--- src/rtl/branch_resolve_if.sv ---
// Request/result bundle between the decode stage and the branch resolver.
// The master side issues resolve requests and consumes results; the slave
// side is the resolver itself.
interface branch_resolve_if;
  // request channel
  logic        valid_w_i_h;
  logic        ready_w_o_h;
  logic [2:0]  funct3_w_i;
  logic        is_branch_w_i_h;
  logic        is_jal_w_i_h;
  logic        is_jalr_w_i_h;
  logic [31:0] pc_w_i;
  logic [31:0] imm_w_i;
  logic [31:0] rs1_data_w_i;
  logic        eq_w_i_h;
  logic        gteu_w_i_h;
  logic        ltu_w_i_h;
  logic        gtes_w_i_h;
  logic        lts_w_i_h;
  // result channel
  logic        res_valid_w_o_h;
  logic        res_ready_w_i_h;
  logic        taken_w_o_h;
  logic [31:0] target_w_o;
  logic [31:0] link_w_o;
  logic        misalign_w_o_h;
  logic        illegal_w_o_h;
  logic        flush_w_o_h;
  logic [15:0] taken_cnt_w_o;

  modport master (
    output valid_w_i_h, funct3_w_i, is_branch_w_i_h, is_jal_w_i_h, is_jalr_w_i_h,
    output pc_w_i, imm_w_i, rs1_data_w_i,
    output eq_w_i_h, gteu_w_i_h, ltu_w_i_h, gtes_w_i_h, lts_w_i_h,
    output res_ready_w_i_h,
    input  ready_w_o_h, res_valid_w_o_h, taken_w_o_h, target_w_o, link_w_o,
    input  misalign_w_o_h, illegal_w_o_h, flush_w_o_h, taken_cnt_w_o
  );

  modport slave (
    input  valid_w_i_h, funct3_w_i, is_branch_w_i_h, is_jal_w_i_h, is_jalr_w_i_h,
    input  pc_w_i, imm_w_i, rs1_data_w_i,
    input  eq_w_i_h, gteu_w_i_h, ltu_w_i_h, gtes_w_i_h, lts_w_i_h,
    input  res_ready_w_i_h,
    output ready_w_o_h, res_valid_w_o_h, taken_w_o_h, target_w_o, link_w_o,
    output misalign_w_o_h, illegal_w_o_h, flush_w_o_h, taken_cnt_w_o
  );
endinterface

--- src/rtl/branch_resolve.sv ---
// RV32 branch/jump resolver. A request is captured in IDLE, its outcome is
// held in RESULT until the consumer takes it, and a taken redirect then
// holds the pipeline flush for FLUSH_CYCLES cycles before the next request.
module branch_resolve #(
  parameter int unsigned FLUSH_CYCLES = 2
) (
  input logic             clk_w_i,
  input logic             rst_w_i_l,
  branch_resolve_if.slave bus
);

  localparam logic [3:0] FLUSH_LAST = 4'(FLUSH_CYCLES - 1);

  typedef enum logic [1:0] {
    IDLE   = 2'd0,
    RESULT = 2'd1,
    FLUSH  = 2'd2
  } state_t;

  // Branch condition for a funct3 code; codes 010/011 never take.
  function automatic logic branch_cond(
    input logic [2:0] f3,
    input logic       eq,
    input logic       gteu,
    input logic       ltu,
    input logic       gtes,
    input logic       lts
  );
    logic c;
    case (f3)
      3'b000:  c = eq;
      3'b001:  c = ~eq;
      3'b100:  c = lts;
      3'b101:  c = gtes;
      3'b110:  c = ltu;
      3'b111:  c = gteu;
      default: c = 1'b0;
    endcase
    return c;
  endfunction

  state_t      state_r;
  state_t      state_nxt_s;
  logic [3:0]  flush_cnt_r;
  logic [3:0]  flush_cnt_nxt_s;
  logic        flush_r;
  logic        res_valid_r;
  logic        capture_s;
  logic        clear_res_s;
  logic        cnt_inc_s;

  logic        taken_r;
  logic [31:0] target_r;
  logic [31:0] link_r;
  logic        misalign_r;
  logic        illegal_r;
  logic [15:0] taken_cnt_r;

  logic [1:0]  cls_cnt_s;
  logic        one_class_s;
  logic        f3_bad_s;
  logic        want_s;
  logic [31:0] pc_plus4_s;
  logic [31:0] dest_s;
  logic        taken_s;
  logic        misalign_s;
  logic        illegal_s;
  logic [31:0] link_s;

  // Resolve the incoming request: class check, condition, target and link.
  always_comb begin
    cls_cnt_s   = {1'b0, bus.is_branch_w_i_h} + {1'b0, bus.is_jal_w_i_h}
                + {1'b0, bus.is_jalr_w_i_h};
    one_class_s = (cls_cnt_s == 2'd1);
    f3_bad_s    = bus.is_branch_w_i_h & (bus.funct3_w_i[2:1] == 2'b01);
    pc_plus4_s  = bus.pc_w_i + 32'd4;
    want_s      = 1'b0;
    dest_s      = pc_plus4_s;
    link_s      = 32'd0;

    if (!one_class_s) begin
      want_s = 1'b0;
    end else if (bus.is_jal_w_i_h || bus.is_jalr_w_i_h) begin
      want_s = 1'b1;
      link_s = pc_plus4_s;
    end else begin
      want_s = branch_cond(bus.funct3_w_i, bus.eq_w_i_h, bus.gteu_w_i_h,
                           bus.ltu_w_i_h, bus.gtes_w_i_h, bus.lts_w_i_h);
    end

    if (!want_s) begin
      dest_s = pc_plus4_s;
    end else if (bus.is_jalr_w_i_h) begin
      dest_s = (bus.rs1_data_w_i + bus.imm_w_i) & 32'hFFFF_FFFE;
    end else begin
      dest_s = bus.pc_w_i + bus.imm_w_i;
    end

    // A redirect to a non-word-aligned target is reported, not followed.
    misalign_s = want_s & dest_s[1];
    taken_s    = want_s & ~dest_s[1];
    illegal_s  = ~one_class_s | f3_bad_s;
  end

  // Next-state and handshake decode for the IDLE/RESULT/FLUSH sequence.
  always_comb begin
    state_nxt_s     = state_r;
    flush_cnt_nxt_s = flush_cnt_r;
    capture_s       = 1'b0;
    clear_res_s     = 1'b0;
    cnt_inc_s       = 1'b0;
    case (state_r)
      IDLE: begin
        if (bus.valid_w_i_h) begin
          capture_s   = 1'b1;
          state_nxt_s = RESULT;
        end else begin
          state_nxt_s = IDLE;
        end
      end
      RESULT: begin
        if (bus.res_ready_w_i_h) begin
          clear_res_s = 1'b1;
          if (taken_r) begin
            cnt_inc_s       = 1'b1;
            flush_cnt_nxt_s = FLUSH_LAST;
            state_nxt_s     = FLUSH;
          end else begin
            state_nxt_s = IDLE;
          end
        end else begin
          state_nxt_s = RESULT;
        end
      end
      FLUSH: begin
        if (flush_cnt_r == 4'd0) begin
          state_nxt_s = IDLE;
        end else begin
          flush_cnt_nxt_s = flush_cnt_r - 4'd1;
          state_nxt_s     = FLUSH;
        end
      end
      default: begin
        state_nxt_s     = IDLE;
        flush_cnt_nxt_s = 4'd0;
      end
    endcase
  end

  // State register with registered flush and result-valid strobes.
  always_ff @(posedge clk_w_i or negedge rst_w_i_l) begin
    if (!rst_w_i_l) begin
      state_r     <= IDLE;
      flush_cnt_r <= 4'd0;
      flush_r     <= 1'b0;
      res_valid_r <= 1'b0;
    end else begin
      state_r     <= state_nxt_s;
      flush_cnt_r <= flush_cnt_nxt_s;
      flush_r     <= (state_nxt_s == FLUSH);
      res_valid_r <= (state_nxt_s == RESULT);
    end
  end

  // Result hold registers: loaded on capture, cleared once consumed, so
  // later changes on the request/flag inputs cannot disturb a held result.
  always_ff @(posedge clk_w_i or negedge rst_w_i_l) begin
    if (!rst_w_i_l) begin
      taken_r    <= 1'b0;
      target_r   <= 32'd0;
      link_r     <= 32'd0;
      misalign_r <= 1'b0;
      illegal_r  <= 1'b0;
    end else if (capture_s) begin
      taken_r    <= taken_s;
      target_r   <= dest_s;
      link_r     <= link_s;
      misalign_r <= misalign_s;
      illegal_r  <= illegal_s;
    end else if (clear_res_s) begin
      taken_r    <= 1'b0;
      target_r   <= 32'd0;
      link_r     <= 32'd0;
      misalign_r <= 1'b0;
      illegal_r  <= 1'b0;
    end else begin
      taken_r    <= taken_r;
      target_r   <= target_r;
      link_r     <= link_r;
      misalign_r <= misalign_r;
      illegal_r  <= illegal_r;
    end
  end

  // Taken-redirect counter, wraps naturally at 16 bits.
  always_ff @(posedge clk_w_i or negedge rst_w_i_l) begin
    if (!rst_w_i_l) begin
      taken_cnt_r <= 16'd0;
    end else if (cnt_inc_s) begin
      taken_cnt_r <= taken_cnt_r + 16'd1;
    end else begin
      taken_cnt_r <= taken_cnt_r;
    end
  end

  assign bus.ready_w_o_h     = (state_r == IDLE) & rst_w_i_l;
  assign bus.res_valid_w_o_h = res_valid_r;
  assign bus.flush_w_o_h     = flush_r;
  assign bus.taken_w_o_h     = taken_r;
  assign bus.target_w_o      = target_r;
  assign bus.link_w_o        = link_r;
  assign bus.misalign_w_o_h  = misalign_r;
  assign bus.illegal_w_o_h   = illegal_r;
  assign bus.taken_cnt_w_o   = taken_cnt_r;

endmodule

--- src/flat_wrapper.sv ---
// flat-port wrapper written by rule: the top's interface ports become plain ports
module branch_resolve_flat 
#(
  parameter int unsigned FLUSH_CYCLES = 2
)
  (clk_w_i, rst_w_i_l, bus_valid_w_i_h, bus_funct3_w_i, bus_is_branch_w_i_h, bus_is_jal_w_i_h, bus_is_jalr_w_i_h, bus_pc_w_i, bus_imm_w_i, bus_rs1_data_w_i, bus_eq_w_i_h, bus_gteu_w_i_h, bus_ltu_w_i_h, bus_gtes_w_i_h, bus_lts_w_i_h, bus_res_ready_w_i_h, bus_ready_w_o_h, bus_res_valid_w_o_h, bus_taken_w_o_h, bus_target_w_o, bus_link_w_o, bus_misalign_w_o_h, bus_illegal_w_o_h, bus_flush_w_o_h, bus_taken_cnt_w_o);
  branch_resolve_if bus_i ();
  input logic clk_w_i;
  input logic rst_w_i_l;
  input wire logic [$bits(bus_i.valid_w_i_h)-1:0] bus_valid_w_i_h;
  input wire logic [$bits(bus_i.funct3_w_i)-1:0] bus_funct3_w_i;
  input wire logic [$bits(bus_i.is_branch_w_i_h)-1:0] bus_is_branch_w_i_h;
  input wire logic [$bits(bus_i.is_jal_w_i_h)-1:0] bus_is_jal_w_i_h;
  input wire logic [$bits(bus_i.is_jalr_w_i_h)-1:0] bus_is_jalr_w_i_h;
  input wire logic [$bits(bus_i.pc_w_i)-1:0] bus_pc_w_i;
  input wire logic [$bits(bus_i.imm_w_i)-1:0] bus_imm_w_i;
  input wire logic [$bits(bus_i.rs1_data_w_i)-1:0] bus_rs1_data_w_i;
  input wire logic [$bits(bus_i.eq_w_i_h)-1:0] bus_eq_w_i_h;
  input wire logic [$bits(bus_i.gteu_w_i_h)-1:0] bus_gteu_w_i_h;
  input wire logic [$bits(bus_i.ltu_w_i_h)-1:0] bus_ltu_w_i_h;
  input wire logic [$bits(bus_i.gtes_w_i_h)-1:0] bus_gtes_w_i_h;
  input wire logic [$bits(bus_i.lts_w_i_h)-1:0] bus_lts_w_i_h;
  input wire logic [$bits(bus_i.res_ready_w_i_h)-1:0] bus_res_ready_w_i_h;
  output wire logic [$bits(bus_i.ready_w_o_h)-1:0] bus_ready_w_o_h;
  output wire logic [$bits(bus_i.res_valid_w_o_h)-1:0] bus_res_valid_w_o_h;
  output wire logic [$bits(bus_i.taken_w_o_h)-1:0] bus_taken_w_o_h;
  output wire logic [$bits(bus_i.target_w_o)-1:0] bus_target_w_o;
  output wire logic [$bits(bus_i.link_w_o)-1:0] bus_link_w_o;
  output wire logic [$bits(bus_i.misalign_w_o_h)-1:0] bus_misalign_w_o_h;
  output wire logic [$bits(bus_i.illegal_w_o_h)-1:0] bus_illegal_w_o_h;
  output wire logic [$bits(bus_i.flush_w_o_h)-1:0] bus_flush_w_o_h;
  output wire logic [$bits(bus_i.taken_cnt_w_o)-1:0] bus_taken_cnt_w_o;
  assign bus_i.valid_w_i_h = bus_valid_w_i_h;
  assign bus_i.funct3_w_i = bus_funct3_w_i;
  assign bus_i.is_branch_w_i_h = bus_is_branch_w_i_h;
  assign bus_i.is_jal_w_i_h = bus_is_jal_w_i_h;
  assign bus_i.is_jalr_w_i_h = bus_is_jalr_w_i_h;
  assign bus_i.pc_w_i = bus_pc_w_i;
  assign bus_i.imm_w_i = bus_imm_w_i;
  assign bus_i.rs1_data_w_i = bus_rs1_data_w_i;
  assign bus_i.eq_w_i_h = bus_eq_w_i_h;
  assign bus_i.gteu_w_i_h = bus_gteu_w_i_h;
  assign bus_i.ltu_w_i_h = bus_ltu_w_i_h;
  assign bus_i.gtes_w_i_h = bus_gtes_w_i_h;
  assign bus_i.lts_w_i_h = bus_lts_w_i_h;
  assign bus_i.res_ready_w_i_h = bus_res_ready_w_i_h;
  assign bus_ready_w_o_h = bus_i.ready_w_o_h;
  assign bus_res_valid_w_o_h = bus_i.res_valid_w_o_h;
  assign bus_taken_w_o_h = bus_i.taken_w_o_h;
  assign bus_target_w_o = bus_i.target_w_o;
  assign bus_link_w_o = bus_i.link_w_o;
  assign bus_misalign_w_o_h = bus_i.misalign_w_o_h;
  assign bus_illegal_w_o_h = bus_i.illegal_w_o_h;
  assign bus_flush_w_o_h = bus_i.flush_w_o_h;
  assign bus_taken_cnt_w_o = bus_i.taken_cnt_w_o;
  branch_resolve #(.FLUSH_CYCLES(FLUSH_CYCLES)) u_core (.clk_w_i(clk_w_i), .rst_w_i_l(rst_w_i_l), .bus(bus_i));
endmodule
--- config.mk ---
export PLATFORM = sky130hd
export DESIGN_NAME = branch_resolve_flat
export DESIGN_NICKNAME = d
export VERILOG_FILES = /design/src/rtl/branch_resolve_if.sv /design/src/rtl/branch_resolve.sv /design/src/flat_wrapper.sv
export SDC_FILE = /design/constraint.sdc
export NUM_CORES = 1
export LEC_CHECK = 0
export CORE_MARGIN = 1.5
export CORE_UTILIZATION = 46
export DETAILED_ROUTE_END_ITERATION = 10
export GPL_ROUTABILITY_DRIVEN = 0
export GPL_TIMING_DRIVEN = 0
export PLACE_DENSITY = 0.79
export SLEW_MARGIN = 25
export SYNTH_ARGS = -nofsm -noshare
export SYNTH_HDL_FRONTEND = slang
export SYNTH_SLANG_ARGS = --single-unit
--- constraint.sdc ---
create_clock -name clk_w_i -period 1.82 [get_ports clk_w_i]
set_input_delay 0.364 -clock clk_w_i [delete_from_list [all_inputs] [get_ports clk_w_i]]
set_output_delay 0.364 -clock clk_w_i [all_outputs]
set_load 0.03 [all_outputs]
==> results of run 1 <==
critical path: stages:
cell and delay, ns:
clkdlybuf4s15_1 0.34, ha_4 0.33, a21o_1 0.15, a21o_1 0.19
a21oi_2 0.19, inv_1 0.09, a221oi_2 0.37, o21ai_4 0.14
a311oi_4 0.40, nor3_2 0.09, a2111oi_4 0.31, a211oi_2 0.07
sequential cells by signal, summed over array words and instances (netlist names):
register and cells:
u_core.bus.link_w_o 32, u_core.bus.taken_w_o_h 1, u_core.bus.misalign_w_o_h 1, u_core.bus.target_w_o 32, u_core.flush_cnt_r 4, u_core.bus.res_valid_w_o_h 1, u_core.bus.illegal_w_o_h 1, u_core.bus.taken_cnt_w_o 16
u_core.bus.flush_w_o_h 1, u_core.state_r 2
final cells by class:
type                            instances  area [um^2]
Multi-Input combinational cell        788         7180
Timing Repair Buffer                  327         3120
Fill cell                             903         3000
Sequential cell                        91         2280
Buffer                                 31          382
Tap cell                              220          275
Clock buffer                            9          225
Inverter                               32          133
Clock inverter                          7         51.3
how the worst max path moves through the flow:
stage	startpoint	end	slack (ns)	depth (start not counted)
CTS	bus_pc_w_i[0]	u_core.bus.target_w_o[22]	-0.84	14
global route	bus_imm_w_i[14]	u_core.bus.target_w_o[28]	-1.06	12
global placement	rst_w_i_l	bus_ready_w_o_h	-3.45	3
floorplan	bus_imm_w_i[0]	u_core.bus.target_w_o[26]	-0.92	13
detailed placement	bus_imm_w_i[0]	u_core.bus.target_w_o[28]	-2.22	14
finish	bus_pc_w_i[17]	u_core.bus.target_w_o[28]	-1.00	12
repair_timing:
item | CTS | global route
hold endpoints to repair | 15 | 0
hold buffers | 1 | 0
gates resized for setup | 509 | 206
endpoints found under the setup margin | 86 | 96
pin swaps | 140 | 127
buffers inserted | 88 | 59
cloned | 5 | 0
placed cells by master, fill, tap and decap left out, types with 20 or more instances in the layout:
master,n
nand2_1,116
a21o_1,28
dlygate4sd2_1,32
nor2_1,41
o211ai_1,20
xnor2_1,47
clkdlybuf4s50_1,78
a21oi_1,45
dlymetal6s2s_1,20
buf_4,97
buf_6,51
inv_1,24
dfrtp_1,90
ha_4,42
o21ai_2,47
xor2_1,28
nand3_1,25
through the flow:
stage               hold slack, ns   util  TNS, ns  total power, uW
floorplan                   0.0684      -   -17.83             6410
global placement             0.459  0.627  -346.07             8590
detailed placement           0.208  0.629   -74.42             8700
CTS                         0.0304  0.764   -16.58            11400
global route                0.0420  0.820   -23.22            12900
finish                     -0.0154  0.820   -20.81            12400
kinds of logic after synthesis:
| family | count (synthesis) |
|---|---|
| AOI/OAI and AO/OA | 319 |
| adders and majority gates | 72 |
| muxes | 7 |
| and+or+nand+nor | 296 |
| buffers and inverters | 67 |
| DFF | 91 |
| xor gates and xnor gates | 94 |
power groups by stage:
stage / combinational, uW / sequential, uW / clock, uW
3_3_place_gp: 5560 / 3030 / 0
4_1_cts: 6560 / 3030 / 1790
6_report: 7570 / 3070 / 1810
2_1_floorplan: 2390 / 4020 / 0
5_1_grt: 7880 / 3110 / 1870
3_5_place_dp: 5640 / 3060 / 0
layer usage:
layer / wire length, um / up-vias / part of all wire / GRT usage
met5: 0 / - / 0 / 0
met4: 2370 / 0 / 0.066 / 0.147
met3: 3380 / 237 / 0.094 / 0.0616
met2: 17300 / 755 / 0.48 / 0.585
met1: 13000 / 4671 / 0.36 / 0.433
li1: - / 4127 / - / -
==> flow_summary_export.csv, run 1 <==
group,metric,value,unit
run_status,status,"finished with violations",
run_status,violations,"hold timing, setup timing",
critical_path,cp_data_arrival_time,3.05,ns
yosys,synth_commonest_cells,"127 x nand2_1, 91 x dfrtp_1, 79 x o21ai_0, 76 x a21oi_1, 69 x ha_1",
yosys,ys.flop_type,"dfrtp_1",
floorplan,coreArea,16600,um^2
yosys,synth_edf_count,0,
job,maxCapViolations,0,
pwr,power_density,912,nW/um^2
routing,avgRoutedWirePerCell,24.0,um
placed_design,placedCellCount,1362,
routing,wl,36100,um
routing,dr.pass1.iters,8,
global_routing,grt_use_total,0.345,
clock_network,cts_made_buffers,9,
sta,finalSetupViolCount,61,
floorplan,die_y,134,um
floorplan,rows,47,
yosys,synth_compound_area_frac,0.265,
yosys,synth_xor_area_frac,0.105,
yosys,yosysSeqAreaShare,0.290,
pwr,ir_worst_vdd,0.000743,V
pwr,power_frac_comb,0.608,
sta,drv_slew,0,
clock_network,clkLatencyLatePin,0.36,ns
critical_path,path_max_fanout,5,
critical_path,end_kind,"register",
critical_path,start_kind,"primary input",
critical_path,r2r_end,"u_core.bus.target_w_o[26]",
yosys,synthAdderAreaFrac,0.118,
clock_network,clk_pin_slew_worst_paths,0.07,ns
global_routing,grt_pass1_wl,48400,um
critical_path,reg2reg_setup_slack,-0.27,ns
yosys,yosysMostFrequentCell,"nand2_1",
routing,avgViaCountPerCell,6.50,
sta,min_period_over_period,1.55,
yosys,synthTopCellsByArea,"dfrtp_1 29%, ha_1 11%, xnor2_1 6.7%",
yosys,synthCells,946,
sta,worst_pin_slew,0.754,ns
clock_network,cts_max_level,3,
pwr,switching_share,0.449,
sta,hold_violations,6,
sta,fin_ws,-1.00,ns
yosys,yosysUniqueCellTypes,68,
floorplan,dieArea,17800,um^2
sta,relSlewSlack,0.495,
yosys,synthesis.area,7840,um^2
yosys,yosysTopAreaCell,"dfrtp_1",
routing,drc_errors,0,
routing,ant_nets,0,
finish,syn_to_final_growth,73.9,%
critical_path,critPathKind,"primary input to register",
yosys,yosysWarnings,0,
yosys,syn-num-nets,1129,
sta,rsz0062_at_grt,"yes",
placed_design,portBuffers,195,
clock_network,root_buffer,"clkbuf_16",
pwr,power.leakage,0.00605,uW
floorplan,die_width,134,um
finish,n_antenna_cell,0,
floorplan,floorplan.initialDensity,0.471,
yosys,syn_area_per_cell,8.29,um^2
critical_path,reg2reg_from,"u_core.state_r[0]",
clock_network,cts_sinks,91,
finish,design_area,13600,um^2
placed_design,dp_slack,-2.22,ns
critical_path,ff2ff_path_depth,8,
sta,finalClockSkew,0.00542,ns
clock_network,clockBufferDepth,2,
pwr,power.switching,5590,uW
sta,period_needed,2.82,ns
yosys,synth_top_family_by_area,"compound AO/OA/AOI/OAI gates",
worst_hold_path,min_path_type,"primary input to async pin",
sta,fin_worst_hold_slack,-0.0154,ns
routing,vias,9790,
global_routing,grt_max_degree,78,
pwr,internal-power,6860,uW
placed_design,dp_hpwl,20200,um
routing,drt_iter0_drc,1023,
yosys,synth_simple_gate_area_frac,0.176,
yosys,ys_async_sr_fraction,1.00,
critical_path,cp.required,2.05,ns
finish,final_cells,1505,
finish,nNetsFinal,1463,
floorplan,ios,197,
placed_design,placed_area,10500,um^2
yosys,synth.area.mux_share,0.0108,
global_routing,grt_antenna_before_repair,0,
clock_network,cts_tree,"yes",
pwr,power_frac_seq,0.246,
global_routing,gr-total-overflow,0,
sta,clock.fmax,354,MHz
finish,drive_above_1_share,0.386,
yosys,synth_top_area_share,0.290,
yosys,synth-seq-cells,91,
pwr,pwr-share-clk,0.145,
global_routing,grt_pass1_vias,9080,
No activity file was read; power rests on OpenSTA's default activity.
==> run 2: changes to the inputs <==
--- a/config.mk
+++ b/config.mk
@@ -6,11 +6,11 @@
 export NUM_CORES = 1
 export LEC_CHECK = 0
 export CORE_MARGIN = 1.5
-export CORE_UTILIZATION = 46
+export CORE_UTILIZATION = 45
 export DETAILED_ROUTE_END_ITERATION = 10
 export GPL_ROUTABILITY_DRIVEN = 0
 export GPL_TIMING_DRIVEN = 0
-export PLACE_DENSITY = 0.79
+export PLACE_DENSITY = 0.77
 export SLEW_MARGIN = 25
 export SYNTH_ARGS = -nofsm -noshare
 export SYNTH_HDL_FRONTEND = slang
==> run 2 against run 1 <==
  * Combinational power shrank 2%
  * Clock skew grew 0.0081 ns
  * The run still ends with hold timing, setup timing left
  * Critical path type unchanged
  * Via count shrank 2.3%
  * Sequential share of layout area grew 0.079 points
  * Highest routed layer unchanged
==> flow_summary_export.csv, run 2 (synthesis results as in run 1) <==
group,metric,value,unit
run_status,status,"finished with violations",
run_status,violations,"hold timing, setup timing",
routing,wl_met1,12800,um
floorplan,die_width,135,um
clock_network,cts_made_buffers,9,
sta,rsz0062_at_grt,"yes",
sta,finalClockSkew,0.0135,ns
routing,wl,34500,um
critical_path,path_common_cell,"buf_6",
clock_network,clk_pin_slew_worst_paths,0.07,ns
floorplan,coreArea,17200,um^2
sta,min_period_over_period,1.56,
sta,period_needed,2.85,ns
global_routing,grt_antenna_before_repair,0,
placed_design,dp_hpwl,20500,um
routing,met3_length,3240,um
global_routing,grt_pass1_wl,48700,um
sta,hold_violations,45,
floorplan,floorplan.initialDensity,0.457,
sta,clock.fmax,351,MHz
global_routing,gr-total-overflow,0,
finish,nNetsFinal,1461,
critical_path,cp-endpoint,"u_core.bus.target_w_o[26]",
critical_path,startpoint,"bus_imm_w_i[16]",
worst_hold_path,min_path_type,"primary input to async pin",
routing,drc_errors,0,
pwr,ir_worst_vdd,0.000867,V
critical_path,cp.required,2.06,ns
routing,met2_length,16500,um
sta,fin_worst_hold_slack,-0.0641,ns
critical_path,slowest_stage,"ha_4",
sta,worst_pin_slew,0.630,ns
routing,routed.top_layer,"met4",
clock_network,cts_tree,"yes",
finish,mostFrequentLayoutCells,"117 x nand2_1, 105 x buf_4, 90 x dfrtp_1",
critical_path,r2r_end,"u_core.bus.target_w_o[29]",
finish,n_antenna_cell,0,
floorplan,dieArea,18200,um^2
critical_path,cp_data_arrival_time,3.08,ns
floorplan,die_y,135,um
routing,avgRoutedWirePerCell,22.9,um
floorplan,ios,197,
sta,fin_ws,-1.03,ns
critical_path,ff2ff_path_depth,9,
critical_path,reg2reg_from,"u_core.state_r[1]",
routing,ant_nets,0,
sta,drv_slew,0,
pwr,fin_total_pwr,12600,uW
finish,syn_to_final_growth,73.1,%
routing,drt_iter0_drc,1109,
routing,avgViaCountPerCell,6.34,
clock_network,clockBufferDepth,2,
critical_path,critPathKind,"primary input to register",
pwr,power_density,925,nW/um^2
finish,final_common_cell,"nand2_1",
critical_path,reg2reg_setup_slack,-0.21,ns
pwr,power.leakage,0.00598,uW
sta,finalSetupViolCount,53,
critical_path,cp_cell_sequence,"buf_6 -> ha_4 -> nand4_1 -> buf_4 -> nor3_1 -> o21ai_1 -> nand3_4 -> a41oi_4 -> buf_6 -> o31ai_4 -> a21oi_2 -> xnor2_1 -> nor2_1 -> a211o_1",
finish,fin_util,0.790,
critical_path,path_max_fanout,3,
global_routing,grt_use_total,0.342,
clock_network,root_buffer,"clkbuf_16",
critical_path,end_kind,"register",
sta,relSlewSlack,0.569,
clock_network,cts_sinks,91,
routing,vias,9564,
clock_network,cts_max_level,3,
finish,drive_above_1_share,0.380,
critical_path,critPathMaxStageDelay,0.28,ns
routing,dr.pass1.iters,8,
global_routing,grt_max_degree,48,
clock_network,clkLatencyLatePin,0.35,ns
job,maxCapViolations,0,
floorplan,rows,48,
global_routing,grt_pass1_vias,9177,
critical_path,start_kind,"primary input",
finish,nFillCells,1006,
placed_design,portBuffers,195,
-- run 2: area by class of cell --
class / instances / area [um^2] / area share
multi-input combinational: 788 / 7140 / 0.526
clock buffer: 10 / 239 / 0.0176
clock inverter: 6 / 86.3 / 0.00636
tap: 225 / 282 / 0.0207
timing repair buffer: 327 / 3060 / 0.225
buffer: 29 / 354 / 0.0261
sequential: 91 / 2280 / 0.168
inverter: 32 / 133 / 0.00977
-- run 2: repair_timing --
action	4_1_cts	5_1_grt
buffers inserted	79	62
endpoints found under the hold margin	45	45
pin swaps	129	110
gates resized for setup	501	180
endpoints found under the setup margin	82	90
cloned	4	0
-- run 2: critical path: cells and delay by family --
family          cells  cell delay (ns)
xor+xnor            1             0.20
compound gates      5             0.94
fa+ha+maj           1             0.28
buf+inv             3             0.52
simple gates        4             0.77
-- run 2: how the worst min path moves through the flow --
stage                            startpoint                            to  slack (ns)  cells after the start
2_1_floorplan                     rst_w_i_l        u_core.bus.flush_w_o_h        0.07                      0
3_3_place_gp   u_core.bus.taken_cnt_w_o[15]  u_core.bus.taken_cnt_w_o[15]        0.46                      1
3_5_place_dp                      rst_w_i_l      u_core.bus.target_w_o[5]        0.32                      1
4_1_cts                           rst_w_i_l      u_core.bus.target_w_o[5]       -0.04                      1
5_1_grt                           rst_w_i_l      u_core.bus.target_w_o[5]       -0.03                      1
6_report                          rst_w_i_l      u_core.bus.illegal_w_o_h       -0.06                      1
-- run 2: layer usage --
layer,up-vias,global-route usage
met2,686,0.582
met4,0,0.156
met5,-,0
met3,169,0.0518
li1,4128,-
met1,4581,0.427
-- run 2: power by group --
part | internal (uW) | switching, uW | total [uW]
Combinational | 3270 | 4140 | 7410
Clock | 1240 | 834 | 2080
Sequential | 2600 | 475 | 3070
-- run 2: per-stage QoR --
stage / worst slack [ns] / area (um^2) / std cells / hold slack (ns) / setup TNS, ns
2_1_floorplan: -0.919 / 8210 / 946 / 0.0684 / -17.83
3_3_place_gp: -3.42 / 10400 / 1366 / 0.461 / -341.55
3_5_place_dp: -2.26 / 10500 / 1367 / 0.319 / -72.74
4_1_cts: -0.836 / 12700 / 1464 / -0.0438 / -17.85
5_1_grt: -1.09 / 13600 / 1508 / -0.0314 / -18.84
6_report: -1.03 / 13600 / 1508 / -0.0641 / -16.14
==> run 3: changes to the inputs <==
--- a/config.mk
+++ b/config.mk
@@ -7,6 +7,7 @@
 export LEC_CHECK = 0
 export CORE_MARGIN = 1.5
 export CORE_UTILIZATION = 45
+export CTS_BUF_LIST = sky130_fd_sc_hd__clkbuf_8
 export DETAILED_ROUTE_END_ITERATION = 10
 export GPL_ROUTABILITY_DRIVEN = 0
 export GPL_TIMING_DRIVEN = 0
==> run 3 against run 2 <==
  * The flow still finishes with violations (hold timing, setup timing)
  * Combinational power down 4.6%
  * First-iteration DRC count decreased by 8.2%
  * Flip-flop and latch count is the same
  * Highest routed layer unchanged
==> flow_summary_export.csv, run 3 (synthesis results as in run 1) <==
group,metric,value,unit
sta,relSlewSlack,0.644,
critical_path,slowest_stage,"mux2i_2",
global_routing,gr-total-overflow,0,
global_routing,use_met1,0.415,
pwr,fin_total_pwr,11700,uW
critical_path,path_max_fanout,3,
clock_network,clockBufferDepth,2,
job,maxCapViolations,0,
floorplan,floorplan.initialDensity,0.457,
critical_path,critPathTopFamily,"compound AO/OA/AOI/OAI gates",
clock_network,clk_pin_slew_worst_paths,0.10,ns
placed_design,dp_hpwl,20500,um
floorplan,die_y,135,um
global_routing,grt_pass1_wl,46000,um
global_routing,grt_pass1_vias,8800,
placed_design,portBuffers,195,
critical_path,critPathKind,"primary input to register",
sta,drv_slew,0,
sta,fin_worst_hold_slack,-0.106,ns
critical_path,cp.required,2.11,ns
pwr,power.leakage,0.00627,uW
finish,final_common_cell,"nand2_1",
global_routing,grt_antenna_before_repair,0,
routing,drt_iter0_drc,1018,
clock_network,cts_made_buffers,9,
finish,syn_to_final_growth,68.7,%
pwr,power_density,886,nW/um^2
sta,fin_ws,-0.978,ns
routing,wl,33800,um
sta,hold_violations,45,
floorplan,dieArea,18200,um^2
floorplan,die_width,135,um
sta,finalSetupViolCount,57,
global_routing,grtUsageMet2,0.541,
clock_network,cts_max_level,3,
critical_path,cp_num_buf_inv,2,
run_status,violations,"hold timing, setup timing",
global_routing,top_usage_layer,"met2",
routing,avgRoutedWirePerCell,22.6,um
finish,seqCellArea,2280,um^2
clock_network,root_buffer,"clkbuf_8",
finish,final_cells,1493,
sta,period_needed,2.80,ns
global_routing,grt_max_degree,48,
routing,dr.pass1.iters,6,
routing,avgViaCountPerCell,6.30,
critical_path,critPathMaxStageDelay,0.34,ns
sta,worst_pin_slew,0.520,ns
routing,vias,9400,
floorplan,rows,48,
pwr,ir_worst_vdd,0.000712,V
sta,finalClockSkew,0.0127,ns
critical_path,end_kind,"register",
sta,min_period_over_period,1.54,
placed_design,placedCellCount,1367,
finish,n_antenna_cell,0,
run_status,status,"finished with violations",
worst_hold_path,min_path_type,"primary input to async pin",
finish,multi_input_area,7050,um^2
critical_path,start_kind,"primary input",
global_routing,grt_util_met3,0.0559,
floorplan,coreArea,17200,um^2
finish,nNetsFinal,1446,
critical_path,cp_data_arrival_time,3.09,ns
sta,rsz0062_at_grt,"yes",
finish,nFillCells,1084,
finish,drive_above_1_share,0.368,
sta,clock.fmax,357,MHz
floorplan,ios,197,
clock_network,clkLatencyLatePin,0.38,ns
clock_network,cts_sinks,91,
clock_network,cts_tree,"yes",
finish,mostFrequentLayoutCells,"118 x nand2_1, 94 x buf_4, 91 x dfrtp_1",
placed_design,dp_slack,-2.26,ns
routing,drc_errors,0,
routing,ant_nets,0,
critical_path,cp_cell_sequence,"buf_2 -> ha_4 -> nand4_1 -> buf_4 -> nor3_2 -> o21ai_1 -> nand3_2 -> a41oi_4 -> o31a_1 -> a21oi_2 -> mux2i_2 -> a2111oi_4 -> a211oi_1",
global_routing,grt_use_total,0.323,
==> run 3: report_power, final <==
part	switching, uW	internal (uW)
logic	4050	3020
clock network	793	812
registers	455	2590
==> run 3: final cells by class <==
type | instances | area share
sequential | 91 | 0.172
multi-input combinational | 788 | 0.533
buffer | 31 | 0.0286
clock inverter | 6 | 0.00653
timing repair buffer | 310 | 0.218
inverter | 32 | 0.0100
clock buffer | 10 | 0.0104
tap | 225 | 0.0213
==> run 3: metal layers <==
layer / part of all wire / routed length [um] / up-vias
li1: - / - / 4092
met1: 0.38 / 12700 / 4476
met2: 0.47 / 16000 / 674
met3: 0.095 / 3220 / 158
met4: 0.053 / 1790 / 0
met5: 0 / 0 / -
==> run 3: final timing paths <==
path | startpoint | endpoint | slack, ns | cells past startpoint
max in group asynchronous | rst_w_i_l | u_core.bus.link_w_o[14] | 1.33 | 2
min in group clk_w_i | bus_pc_w_i[2] | u_core.bus.link_w_o[2] | 0.23 | 2
hold reg to reg | u_core.bus.illegal_w_o_h | u_core.bus.illegal_w_o_h | 0.48 | 2
hold / removal | rst_w_i_l | u_core.bus.target_w_o[5] | -0.11 | 1
setup / recovery | bus_imm_w_i[16] | u_core.bus.target_w_o[28] | -0.98 | 13
setup reg to reg | u_core.state_r[0] | u_core.bus.target_w_o[26] | -0.17 | 8
==> run 3: metrics by stage <==
stage	area, um^2	utilization	TNS (ns)
6_report	13200	0.770	-15.83
2_1_floorplan	8210	-	-17.83
4_1_cts	12500	0.727	-14.02
5_1_grt	13200	0.770	-18.78
3_3_place_gp	10400	0.608	-341.55
3_5_place_dp	10500	0.610	-72.74
==> run 3: timing repair <==
item / 4_1_cts / 5_1_grt
setup endpoints to repair: 109 / 110
pin swaps: 119 / 84
hold endpoints to repair: 45 / 45
cloned: 5 / 0
setup buffers: 77 / 38
gates resized for setup: 532 / 175
